$ cat config.mk
export PLATFORM = sky130hd
export DESIGN_NAME = quad_decoder
export DESIGN_NICKNAME = d
export VERILOG_FILES = /design/src/rtl/quad_decoder.sv
export SDC_FILE = /design/constraint.sdc
export NUM_CORES = 1
export LEC_CHECK = 0
export CORE_MARGIN = 10
export CORE_UTILIZATION = 55
export DETAILED_ROUTE_END_ITERATION = 7
export PLACE_DENSITY = 0.77
export SLEW_MARGIN = 20
export SYNTH_ARGS = -nofsm -noshare
export SYNTH_HDL_FRONTEND = slang
export SYNTH_SLANG_ARGS = --single-unit
$ cat constraint.sdc
create_clock -name clk -period 2.7 [get_ports clk]
set_input_delay 0.54 -clock clk [delete_from_list [all_inputs] [get_ports clk]]
set_output_delay 0.54 -clock clk [all_outputs]
set_load 0.005 [all_outputs]
$ cat src/rtl/quad_decoder.sv
// -----------------------------------------------------------------------------
// quad_decoder
//
// Quadrature encoder front end. The raw a/b/z pins are brought into the clk
// domain with two-flop synchronizers, debounced by per-channel stability
// filters, and then decoded into step/direction pulses, an illegal-transition
// error pulse with a saturating error count, and an index pulse on each rising
// edge of the filtered z channel.
//
// After reset or clr the decoder spends a settle period ignoring its inputs so
// that whatever level the encoder is already sitting at is adopted silently.
//
// Parameters
//   FILTER_LEN  consecutive stable cycles before a filtered input follows (2..15)
//   ERR_BITS    width of the saturating error counter
//   INVERT      1 swaps the meaning of dir
//
// Ports
//   clk      in   single clock, rising edge
//   rst      in   asynchronous reset, active low
//   clr      in   synchronous clear: error count to 0, decoder re-armed
//   en       in   enables step/err/index pulse generation
//   a, b     in   raw encoder channels (asynchronous)
//   z        in   raw index channel (asynchronous)
//   step     out  one-cycle pulse per legal quadrature transition
//   dir      out  direction of the last legal transition (1 = forward)
//   err      out  one-cycle pulse on an illegal (both-bits) transition
//   err_cnt  out  saturating count of illegal transitions
//   index    out  one-cycle pulse on each rising edge of filtered z
// -----------------------------------------------------------------------------
module quad_decoder #(
    parameter int FILTER_LEN = 4,
    parameter int ERR_BITS   = 8,
    parameter int INVERT     = 0
) (
    input  logic                clk,
    input  logic                rst,
    input  logic                clr,
    input  logic                en,
    input  logic                a,
    input  logic                b,
    input  logic                z,
    output logic                step,
    output logic                dir,
    output logic                err,
    output logic [ERR_BITS-1:0] err_cnt,
    output logic                index
);

    // Channel order inside the packed vectors: bit 0 = a, bit 1 = b, bit 2 = z.
    localparam int NCH = 3;

    localparam logic [3:0]          FCNT_LAST   = 4'(FILTER_LEN - 1);
    localparam logic [4:0]          SETTLE_LAST = 5'(FILTER_LEN + 1);
    localparam logic                FWD_DIR     = (INVERT == 0) ? 1'b1 : 1'b0;
    localparam logic [ERR_BITS-1:0] ERR_MAX     = '1;

    typedef enum logic {
        SETTLE = 1'b0,
        RUN    = 1'b1
    } state_t;

    logic [NCH-1:0]       raw;
    logic [NCH-1:0]       sync_s1;
    logic [NCH-1:0]       sync_s2;
    logic [NCH-1:0]       filt;
    logic [NCH-1:0]       filt_nxt;
    logic [NCH-1:0][3:0]  fcnt;
    logic [NCH-1:0][3:0]  fcnt_nxt;

    state_t               state;
    logic [4:0]           settle_cnt;
    logic [1:0]           prev_ab;
    logic                 prev_z;
    logic [1:0]           cur_ab;
    logic [1:0]           delta;

    // Position of an {a,b} pair along the forward cycle 00 -> 10 -> 11 -> 01.
    function automatic logic [1:0] quad_pos(input logic [1:0] ab);
        logic [1:0] pos;
        case (ab)
            2'b00:   pos = 2'd0;
            2'b10:   pos = 2'd1;
            2'b11:   pos = 2'd2;
            default: pos = 2'd3;
        endcase
        return pos;
    endfunction

    // Increment that sticks at the all-ones value instead of wrapping.
    function automatic logic [ERR_BITS-1:0] sat_inc(input logic [ERR_BITS-1:0] v);
        logic [ERR_BITS-1:0] r;
        if (v == ERR_MAX) begin
            r = v;
        end else begin
            r = v + 1'b1;
        end
        return r;
    endfunction

    assign raw = {z, b, a};

    // ---- filter next-state ---------------------------------------------------
    // The counter only runs while the synchronized level disagrees with the
    // filtered level; any agreement resets it, so only an unbroken run of
    // FILTER_LEN disagreeing samples moves the filtered value.
    always_comb begin
        filt_nxt = filt;
        fcnt_nxt = '0;
        for (int i = 0; i < NCH; i++) begin
            if (sync_s2[i] != filt[i]) begin
                if (fcnt[i] == FCNT_LAST) begin
                    filt_nxt[i] = sync_s2[i];
                end else begin
                    fcnt_nxt[i] = fcnt[i] + 4'd1;
                end
            end
        end
    end

    // ---- synchronizers and filters (not touched by clr) ----------------------
    always_ff @(posedge clk or negedge rst) begin
        if (!rst) begin
            sync_s1 <= '0;
            sync_s2 <= '0;
            filt    <= '0;
            fcnt    <= '0;
        end else begin
            sync_s1 <= raw;
            sync_s2 <= sync_s1;
            filt    <= filt_nxt;
            fcnt    <= fcnt_nxt;
        end
    end

    assign cur_ab = {filt[0], filt[1]};

    // Modulo-4 distance travelled since last cycle: 1 forward, 3 reverse,
    // 2 means both channels moved at once.
    assign delta  = quad_pos(cur_ab) - quad_pos(prev_ab);

    // ---- decoder FSM ---------------------------------------------------------
    always_ff @(posedge clk or negedge rst) begin
        if (!rst) begin
            state      <= SETTLE;
            settle_cnt <= '0;
            prev_ab    <= '0;
            prev_z     <= 1'b0;
            step       <= 1'b0;
            dir        <= 1'b0;
            err        <= 1'b0;
            err_cnt    <= '0;
            index      <= 1'b0;
        end else begin
            step  <= 1'b0;
            err   <= 1'b0;
            index <= 1'b0;

            if (clr) begin
                // clr wins over anything the decoder would report this cycle.
                state      <= SETTLE;
                settle_cnt <= '0;
                err_cnt    <= '0;
            end else begin
                case (state)
                    SETTLE: begin
                        if (settle_cnt == SETTLE_LAST) begin
                            // Take the level the filters hold after this edge,
                            // so a pin level that completes filtering right now
                            // is adopted as the baseline rather than decoded.
                            settle_cnt <= '0;
                            prev_ab    <= {filt_nxt[0], filt_nxt[1]};
                            prev_z     <= filt_nxt[2];
                            state      <= RUN;
                        end else begin
                            settle_cnt <= settle_cnt + 5'd1;
                        end
                    end

                    RUN: begin
                        // Track every cycle, even when disabled, so enabling
                        // never replays stale movement.
                        prev_ab <= cur_ab;
                        prev_z  <= filt[2];
                        if (en) begin
                            case (delta)
                                2'd1: begin
                                    step <= 1'b1;
                                    dir  <= FWD_DIR;
                                end
                                2'd3: begin
                                    step <= 1'b1;
                                    dir  <= ~FWD_DIR;
                                end
                                2'd2: begin
                                    err     <= 1'b1;
                                    err_cnt <= sat_inc(err_cnt);
                                end
                                default: begin
                                end
                            endcase
                            index <= filt[2] & ~prev_z;
                        end
                    end

                    default: begin
                        state <= SETTLE;
                    end
                endcase
            end
        end
    end

endmodule

# Yosys cells after proc, flatten, opt, wreduce, memory -nomap -nowiden
# Index checks and enable logic that the tools add are counted.
[classes] eq_ne=18 n_addsub=6 n_mux=41 n_bitwise=4 n_reduce_logical=10
[ops] op="$mux W8" n=5
[ops] op="$mux W4" n=6
[ops] op="$mux W1" n=21
[ops] op="$mux W5" n=3
[ops] op="$add A4 B1 Y4 const B" n=3
[ops] op="$eq A2 B2 Y1 const B" n=6
[ops] op="$eq A4 B2 Y1 const B" n=3
[ops] op="$pmux W2 S3" n=2
[ops] op="$add A8 B1 Y8 const B" n=1
[ops] op="$eq A8 B8 Y1 const B" n=1
[ops] op="$reduce_and A4 Y1" n=2
[ops] op="$reduce_bool A2 Y1" n=4
[ops] op="$ne A2 B2 Y1 const B" n=3
[ops] op="$add A5 B1 Y5 const B" n=1
[ops] op="$eq A5 B3 Y1 const B" n=1
[ops] op="$logic_not A2 Y1" n=2
[ops] op="$pmux W1 S2" n=2
[ops] op="$pmux W2 S2" n=1
[ops] op="$ne A1 B1 Y1" n=3
[ops] op="$not A1 Y1" n=3
[ops] op="$eq A2 B1 Y1 const B" n=1
[ops] op="$mux W2" n=1
[ops] op="$reduce_and A2 Y1" n=1
[ops] op="$reduce_or A2 Y1" n=1
[ops] op="other kinds (2)" n=2
[totals] out_inout_bits=12 regBits=42 in_bits=7 word_cells=94

# Longest topological paths before layout
# Gate-level depths: netlist (run 1).
[depth] depth_word=9 depth_mapped=9

# Worst setup path after synthesis (run 1)
# OpenSTA, ideal clock, no wires.
[synth_timing] path_kind="flip-flop to flip-flop" startpoint="register filt[0]" endpoint="register err_cnt[7]" arrival_ns=2.160 stages_incl_launch_ff=9 n_path_buf=1 slack_ns=0.462 t_required_ns=2.622 setup_ns=0.078 synth_period_minus_slack_ns=2.238 path_cell_list="dfrtp_1 -> inv_1 -> ha_1 -> ha_1 -> nand3_1 -> or3_1 -> clkbuf_2 -> or4_1 -> a21oi_1"
[synth_via] elab_chain_cells=6 elab_cells_between_ends=8 cone_classes="add/sub: 1; eq/ne: 3; mux: 1; reduce/logical: 3"
[synth_rtl] element="start: declaration" line_no="66" rtl="logic [NCH-1:0] filt;"
[synth_rtl] element="start signal: assignment" line_no="131" rtl="filt <= filt_nxt;"
[synth_rtl] element="$eq A2 B2 Y1 / $logic_not A2 Y1 (equally long branches)" line_no="81" rtl="case (ab)"
[synth_rtl] element="$pmux W2 S3 *" line_no="81"
[synth_rtl] element="$sub A2 B2 Y2 *" line_no="140" rtl="assign delta = quad_pos(cur_ab) - quad_pos(prev_ab);"
[synth_rtl] element="$eq A2 B2 Y1 *" line_no="186" rtl="case (delta)"
[synth_rtl] element="$reduce_bool A2 Y1 (no source line) *"
[synth_rtl] element="$reduce_and A4 Y1 (no source line) *"
[synth_rtl] element="end signal: assignment" line_no="197" rtl="err_cnt <= sat_inc(err_cnt);"
[synth_rtl] element="end: declaration" line_no="46" rtl="output logic [ERR_BITS-1:0] err_cnt,"
# Mark *: on every way between the ends. The rest lies on a longest branch, timed or not.
# A chain may end at the register's enable or synchronous reset.

# Worst setup path in the final report (run 1)
# Ends and elaborated chain as after synthesis.

==> metrics.md, run 1 <==
| Metric | Value |
|---|---|
| Status | finished clean |
| Drt total wl | approximately 3100 um |
| Die Y | ~79 um |
| Gpl congestion | 0.735 |
| Sequential standard cell area | between 1000 and 1500 um2 |
| CP Class | register to register |
| Clk slew on worst S/H paths | about 0.13 ns |
| Fin crit period | 2.41 ns |
| Non-Filler Instances | 239 |
| Final TNS setup | 0 ns |
| Syn Nets | 189 |
| #FFs+latches synth | 42 |
| Port Buffers | 18 |
| CTS max path bufs | 2 |
| Final hold vios | 0 |
| Inserted Clock Buffers | 5 |
| Largest net degree at the start of global routing | 43 |
| Number of global-route vias before repair | 1333 |
| Hpwl dp | approximately 2400 um |
| Cells after Synth | between 150 and 200 |
| Number of fill cells in the layout | approximately 260 |
| Vias/cell | 5.29 |
| Initial DRT Pass Iterations | 4 |
| Antenna cells | 0 |
| Met2 wire length | about 1600 um |
| Yosys cell types | 32 |
| I/O pin cnt | 19 |
| Arrival @ worst endpoint | 2.68 ns |
| Clock Skew | between 0.015 and 0.02 ns |
| Placed Cells | 231 |
| Worst-path fanout max | 7 |
| Met1 WL | about 1400 um |
| Register area share after synthesis | a little under three fifths |
| CTS Hold Buffers Added | 0 |
| P&R area growth vs syn | 14.7% |
| Cell Area, Synth | between 1500 and 2000 um2 |
| Initial drt markers | a little under 80 |
| CP Data Required Time | slightly below 3 ns |
| Worst r2r src | filt[0] |
| Clk_lat worst skew | ~0.35 ns |
| Max Clk Rate | 414 MHz |
| Critical Path Start Type | register |
| PwrDens | just over 700 nW/um2 |
| Hold slack | approximately 0.3 ns |
| Pleak | 0.924 nW |
| Setup Slack @ Placement | 0.331 ns |
| Layout cells sized above 1 | under 10% |
| Mean Syn Cell Area | ~11 um2 |
| Core region area | roughly 3300 um2 |
| Global route total overflow | 0 |
| Crit. End Element | register |
| Vias | roughly 1300 |
| Area of the multi-input gates | a little over 800 um2 |
| CP startpoint | filt[0] |
| Placement Rows | 21 |
| All-Layer GR Usage | between 10 and 15% |
| Max-cap violations | 0 |
| DRC viols | 0 |
| Worst slew pin tran | a little under 0.9 ns |
| HP Class | input port to asynchronous set/reset pin |
| Max VDD drop | 0.458 mV |
| Initial Utilization | a little under three fifths |
| DRT antenna net count | 0 |
| Nets | 210 |
| Postcts setup bufs | 0 |
| Fin crit share | about nine tenths |
| First-pass GRT wire length | 5700 um |
| Root buf cell | clkbuf_4 |
| RSZ-0062 raised after global routing | false |
| Setup WS post-layout | between 0.2 and 0.3 ns |
| Post_cts resized | 0 |
| Slew Limit Headroom | a little over two fifths |
| Htree depth | 2 |
| CTS tree | built |
| Met3 WL | between 100 and 150 um |
| Initial antenna violation count | 0 |
| Die area | 6190 um2 |
| Mean routed wirelength per cell | 13.1 um |
| Synth warn | 0 |
| Max-slew violation count | 0 |
| Setup violators final | 0 |
| Die width | between 70 and 80 um |
| Sink Count | 42 |
| DR top layer | met4 |
-- placed cells by master (no fill, tap or decap), types with 4 or more instances in the layout --
master | synthesis | layout
clkdlybuf4s50_1 | 0 | 17
clkbuf_4 | 0 | 5
o21ai_0 | 12 | 12
nand3_1 | 8 | 8
ha_1 | 11 | 11
nand2_1 | 13 | 13
nor3b_1 | 4 | 4
xnor2_1 | 7 | 7
dfrtp_1 | 42 | 42
inv_1 | 5 | 5
xor2_1 | 4 | 4
a21oi_1 | 8 | 8
nor2_1 | 11 | 11
nand2b_1 | 4 | 4
nor2b_1 | 6 | 6
nor3_1 | 6 | 6
-- worst paths after layout --
path	slack, ns	depth (start not counted)	to
min reg2reg	0.36	0	sync_s2[2]
min in group clk	0.36	0	sync_s2[2]
max reg2reg	0.29	7	err_cnt[7]
max	0.29	7	err_cnt[7]
min	0.29	1	sync_s1[0]
max in group asynchronous	1.84	1	fcnt[8]
-- kinds of logic after synthesis --
logic type               count (synthesis)  synth area share [%]
AO/OA/AOI/OAI                           25                  7.34
adder cells (fa/ha/maj)                 11                  7.27
XOR/XNOR                                12                  5.95
multiplexers                             5                  2.78
AND/OR/NAND/NOR                         67                  19.2
flip-flops                              42                  55.5
buffers and inverters                    9                  1.92
-- per-layer routing --
layer | GRT usage [%] | vias up
met1 | 12.5 | 612
met4 | 4.30 | 0
met5 | 0 | -
met3 | 3.64 | 5
met2 | 19.8 | 19
li1 | - | 628
-- flip-flops by register name, indices dropped and copies added (netlist names) --
register / cells
prev_ab: 2
step: 1
index: 1
state: 1
sync_s1: 3
dir: 1
filt: 3
err_cnt: 8
prev_z: 1
fcnt: 12
settle_cnt: 5
err: 1
sync_s2: 3
-- area by class of cell --
type	count	area share, %
Sequential cell	42	48.4
Clock buffer	6	2.36
Tap cell	46	2.65
Multi-Input combinational cell	120	37.1
Inverter	5	0.864
Clock inverter	2	0.576
Timing Repair Buffer	18	8.06
-- report_power, final --
group | leakage, nW | switching (mW) | internal [mW]
Clock | 0.0343 | 0.192 | 0.125
Combinational | 0.335 | 0.228 | 0.222
Sequential | 0.554 | 0.0807 | 0.725
Total | 0.924 | 0.501 | 1.07
-- cell usage after synthesis, drive strengths merged --
library cell | instances | share of area, %
ha | 11 | 7.3
clkbuf | 3 | 0.66
nand3b | 3 | 1.2
a21oi | 8 | 2.1
o31ai | 2 | 0.79
a31oi | 1 | 0.33
nor3 | 6 | 1.6
nand2b | 4 | 1.3
a211oi | 1 | 0.40
or4 | 1 | 0.40
nor3b | 4 | 1.6
nor4b | 1 | 0.46
nand4 | 1 | 0.33
inv | 5 | 0.99
buf | 1 | 0.26
nor4 | 2 | 0.66
nand2 | 13 | 2.6
nor2 | 13 | 3.4
a311o | 1 | 0.53
o21ai | 12 | 3.2
nand3 | 8 | 2.1
mux2i | 3 | 1.6
mux2 | 2 | 1.2
xnor2 | 8 | 4.1
nor2b | 6 | 2.0
xor2 | 4 | 1.9
or2 | 2 | 0.66
or3 | 3 | 0.99
dfrtp | 42 | 56
-- stage by stage --
| stage | power [mW] | cell area, um2 | utilization, % |
|---|---|---|---|
| floorplan | 1.16 | 1890 | - |
| global placement | 1.25 | 2110 | 63.2 |
| detailed placement | 1.28 | 2110 | 63.2 |
| CTS | 1.60 | 2170 | 65.1 |
| global route | 1.70 | 2170 | 65.1 |
| finish | 1.57 | 2170 | 65.1 |
-- worst max-delay path: stages (launching register included) --
cell	delay [ns]
dfrtp_1	0.42
inv_1	0.08
ha_1	0.29
ha_1	0.30
nand3_1	0.17
or3_1	0.49
or4_1	0.43
a21oi_1	0.15
No activity file was read; power rests on OpenSTA's default activity.
==> run 2, diff against run 1 <==
CORE_UTILIZATION = 60   (was 55)
DONT_BUFFER_PORTS = 1   (was not set)
PLACE_DENSITY = 0.76   (was 0.77)
==> run 2 against run 1 <==
Via count down 6.0%. Sequential cell count stayed put. First-iteration DRC count is 42% lower. Core utilization increased by 1.9 points. Sequential power up 0.6%. Sequential share of layout area is 3.4 points higher. Clock skew is 0.011 ns lower. Die area down 6.3%. Clock power grew 14%. Largest power group unchanged.
==> metrics.md, run 2 (synthesized netlist as in run 1, its figures left out) <==
| Metric | Value |
|---|---|
| Status | finished clean |
| Drt total wl | 2970 um (-5.4%) |
| Number of fill cells in the layout | 235 (-11%) |
| Largest reg by FF count | fcnt |
| All-Layer GR Usage | 10.7% (-0.58 points) |
| Hold slack | 0.0303 ns (-0.261 ns) |
| Nets | 193 (-8.1%) |
| P_int | 1.11 mW (+3.3%) |
| Max-cap violations | 0 (unchanged) |
| Post-route cell area | 2030 um2 (-6.6%) |
| I/O pin cnt | 19 (unchanged) |
| Initial drt markers | 45 (-42%) |
| Max Clk Rate | 422 MHz (+1.9%) |
| DRC viols | 0 (unchanged) |
| CP Class | register to register |
| Part of the power in combinational logic | 26.4% (-2.2 points) |
| CTS max path bufs | 2 (unchanged) |
| Total design power | 1.59 mW (+1.3%) |
| Slew Limit Headroom | 74.3% (+33 points) |
| Inserted Clock Buffers | 5 (unchanged) |
| Setup violators final | 0 (unchanged) |
| Sink Count | 42 (unchanged) |
| P&R area growth vs syn | 7.20% |
| Largest net degree at the start of global routing | 43 (unchanged) |
| Gpl congestion | 0.779 (+6.0%) |
| Final TNS setup | 0 ns (unchanged) |
| HP Class | input port to asynchronous set/reset pin |
| Die width | 76.2 um (-3.2%) |
| Port Buffers | 0 (-18) |
| Most common cell after layout, fill and taps aside | dfrtp_1 |
| RSZ-0062 raised after global routing | false |
| DRT antenna net count | 0 (unchanged) |
| Clk slew on worst S/H paths | 0.11 ns (-0.02 ns) |
| Crit. End Element | register |
| Fin crit period | 2.37 ns (-0.0443 ns) |
| Hpwl dp | 2220 um (-6.4%) |
| Largest registers | fcnt x12, err_cnt x8, settle_cnt x5 |
| Max VDD drop | 0.582 mV (+27%) |
| Vias/cell | 5.40 (+2.1%) |
| Final hold vios | 0 (unchanged) |
| FF-to-FF End | err_cnt[7] |
| Max reg flops | 12 (unchanged) |
| Setup WS post-layout | 0.330 ns (+0.0443 ns) |
| Core region area | 3030 um2 (-9.3%) |
| Antenna cells | 0 (unchanged) |
| Worst r2r src | filt[0] |
| Sequential standard cell area | 1050 um2 (unchanged) |
| CP Data Required Time | 2.97 ns (about the same) |
| Area post-placement | 1930 um2 (-8.4%) |
| Die Y | 76.2 um (-3.2%) |
| Initial Utilization | 62.5% (+5.8 points) |
| Most frequent cells in the layout | dfrtp_1, nand2_1, o21ai_0 |
| Worst slew pin tran | 0.385 ns (-0.490 ns) |
| Clk_lat worst skew | 0.33 ns (-0.02 ns) |
| Global route total overflow | 0 (unchanged) |
| Initial DRT Pass Iterations | 4 (unchanged) |
| Arrival @ worst endpoint | 2.64 ns (-0.04 ns) |
| CTS tree | built |
| Sequential share of power | 50.9% (-0.3 points) |
| Initial antenna violation count | 0 (unchanged) |
| Clock Skew | 0.00654 ns (-0.0108 ns) |
| Number of global-route vias before repair | 1178 (-12%) |
| First-pass GRT wire length | 5320 um (-6.7%) |
| Vias | 1188 (-6.0%) |
| Setup Slack @ Placement | 0.375 ns (+0.0440 ns) |
| Max-slew violation count | 0 (unchanged) |
| Root buf cell | clkbuf_4 |
| Pleak | 0.879 nW (-4.8%) |
| Mean routed wirelength per cell | 13.5 um (+2.8%) |
| Critical Path Start Type | register |
| PwrDens | 785 nW/um2 (+8.5%) |
| Layout cells sized above 1 | 9.09% (+0.80 points) |
| Postcts setup bufs | 0 (unchanged) |
| Die area | 5800 um2 (-6.3%) |
| Worst-path fanout max | 7 (unchanged) |
| Setup slack, reg-to-reg | 0.33 ns (+0.04 ns) |
| Register-to-Register Path Depth | 7 (unchanged) |
| Sw Pwr | 487 uW (-2.8%) |
| Post_cts resized | 0 (unchanged) |
| Switching share of power | 30.5% (-1.3 points) |
| Placement Rows | 20 (-4.8%) |
| Htree depth | 2 (unchanged) |
| Area of the multi-input gates | 806 um2 (unchanged) |
| Fin crit share | 87.8% (-1.6 points) |
| Clock network power share | 22.7% (+2.5 points) |
| CTS Hold Buffers Added | 1 (+1) |
## run 2: changes by cell type in the layout (fill, tap and decap cells not counted), sizes merged
cell,delta
clkbuf,+2
clkdlybuf4s50,-17
clkinv,-1
clkinvlp,-1
## run 2: worst max-delay path by stage
stage                  from         end  slack, ns
floorplan           filt[0]  err_cnt[7]       0.46
global placement    filt[0]  err_cnt[7]       0.41
detailed placement  filt[0]  err_cnt[7]       0.37
CTS                 filt[0]  err_cnt[7]       0.34
global route        filt[0]  err_cnt[7]       0.15
finish              filt[0]  err_cnt[7]       0.33
## run 2: area by class of cell
| class | count | share of cell area [%] |
|---|---|---|
| clock buffer | 8 | 3.88 |
| inverter | 5 | 0.925 |
| multi-input combinational | 120 | 39.7 |
| sequential | 42 | 51.8 |
| tap | 44 | 2.71 |
| timing repair buffer | 1 | 0.986 |
## run 2: routing by layer
| metal | track usage, % | vias up | part of all wire [%] |
|---|---|---|---|
| li1 | - | 600 | - |
| met1 | 13.9 | 559 | 47 |
| met2 | 16.4 | 24 | 46 |
| met3 | 3.77 | 5 | 6.4 |
| met4 | 3.35 | 0 | 1.0 |
| met5 | 0 | - | 0 |
## run 2: worst max-delay path, stage by stage, from the launching register on
cell	delay, ns
dfrtp_1	0.42
inv_1	0.07
ha_1	0.30
ha_1	0.29
nand3_1	0.17
or3_1	0.48
or4_1	0.42
a21oi_1	0.15
## run 2: power groups by stage
stage | Clock, mW | Combinational (mW) | Sequential [mW]
floorplan | 0 | 0.360 | 0.801
global placement | 0 | 0.401 | 0.814
detailed placement | 0 | 0.411 | 0.826
CTS | 0.375 | 0.430 | 0.812
global route | 0.398 | 0.491 | 0.829
finish | 0.361 | 0.421 | 0.811
## run 2: per-stage QoR
stage               std cells  utilization (%)
floorplan                 171                -
global placement          211             63.8
detailed placement        211             63.8
CTS                       220             67.0
global route              220             67.0
finish                    220             67.0
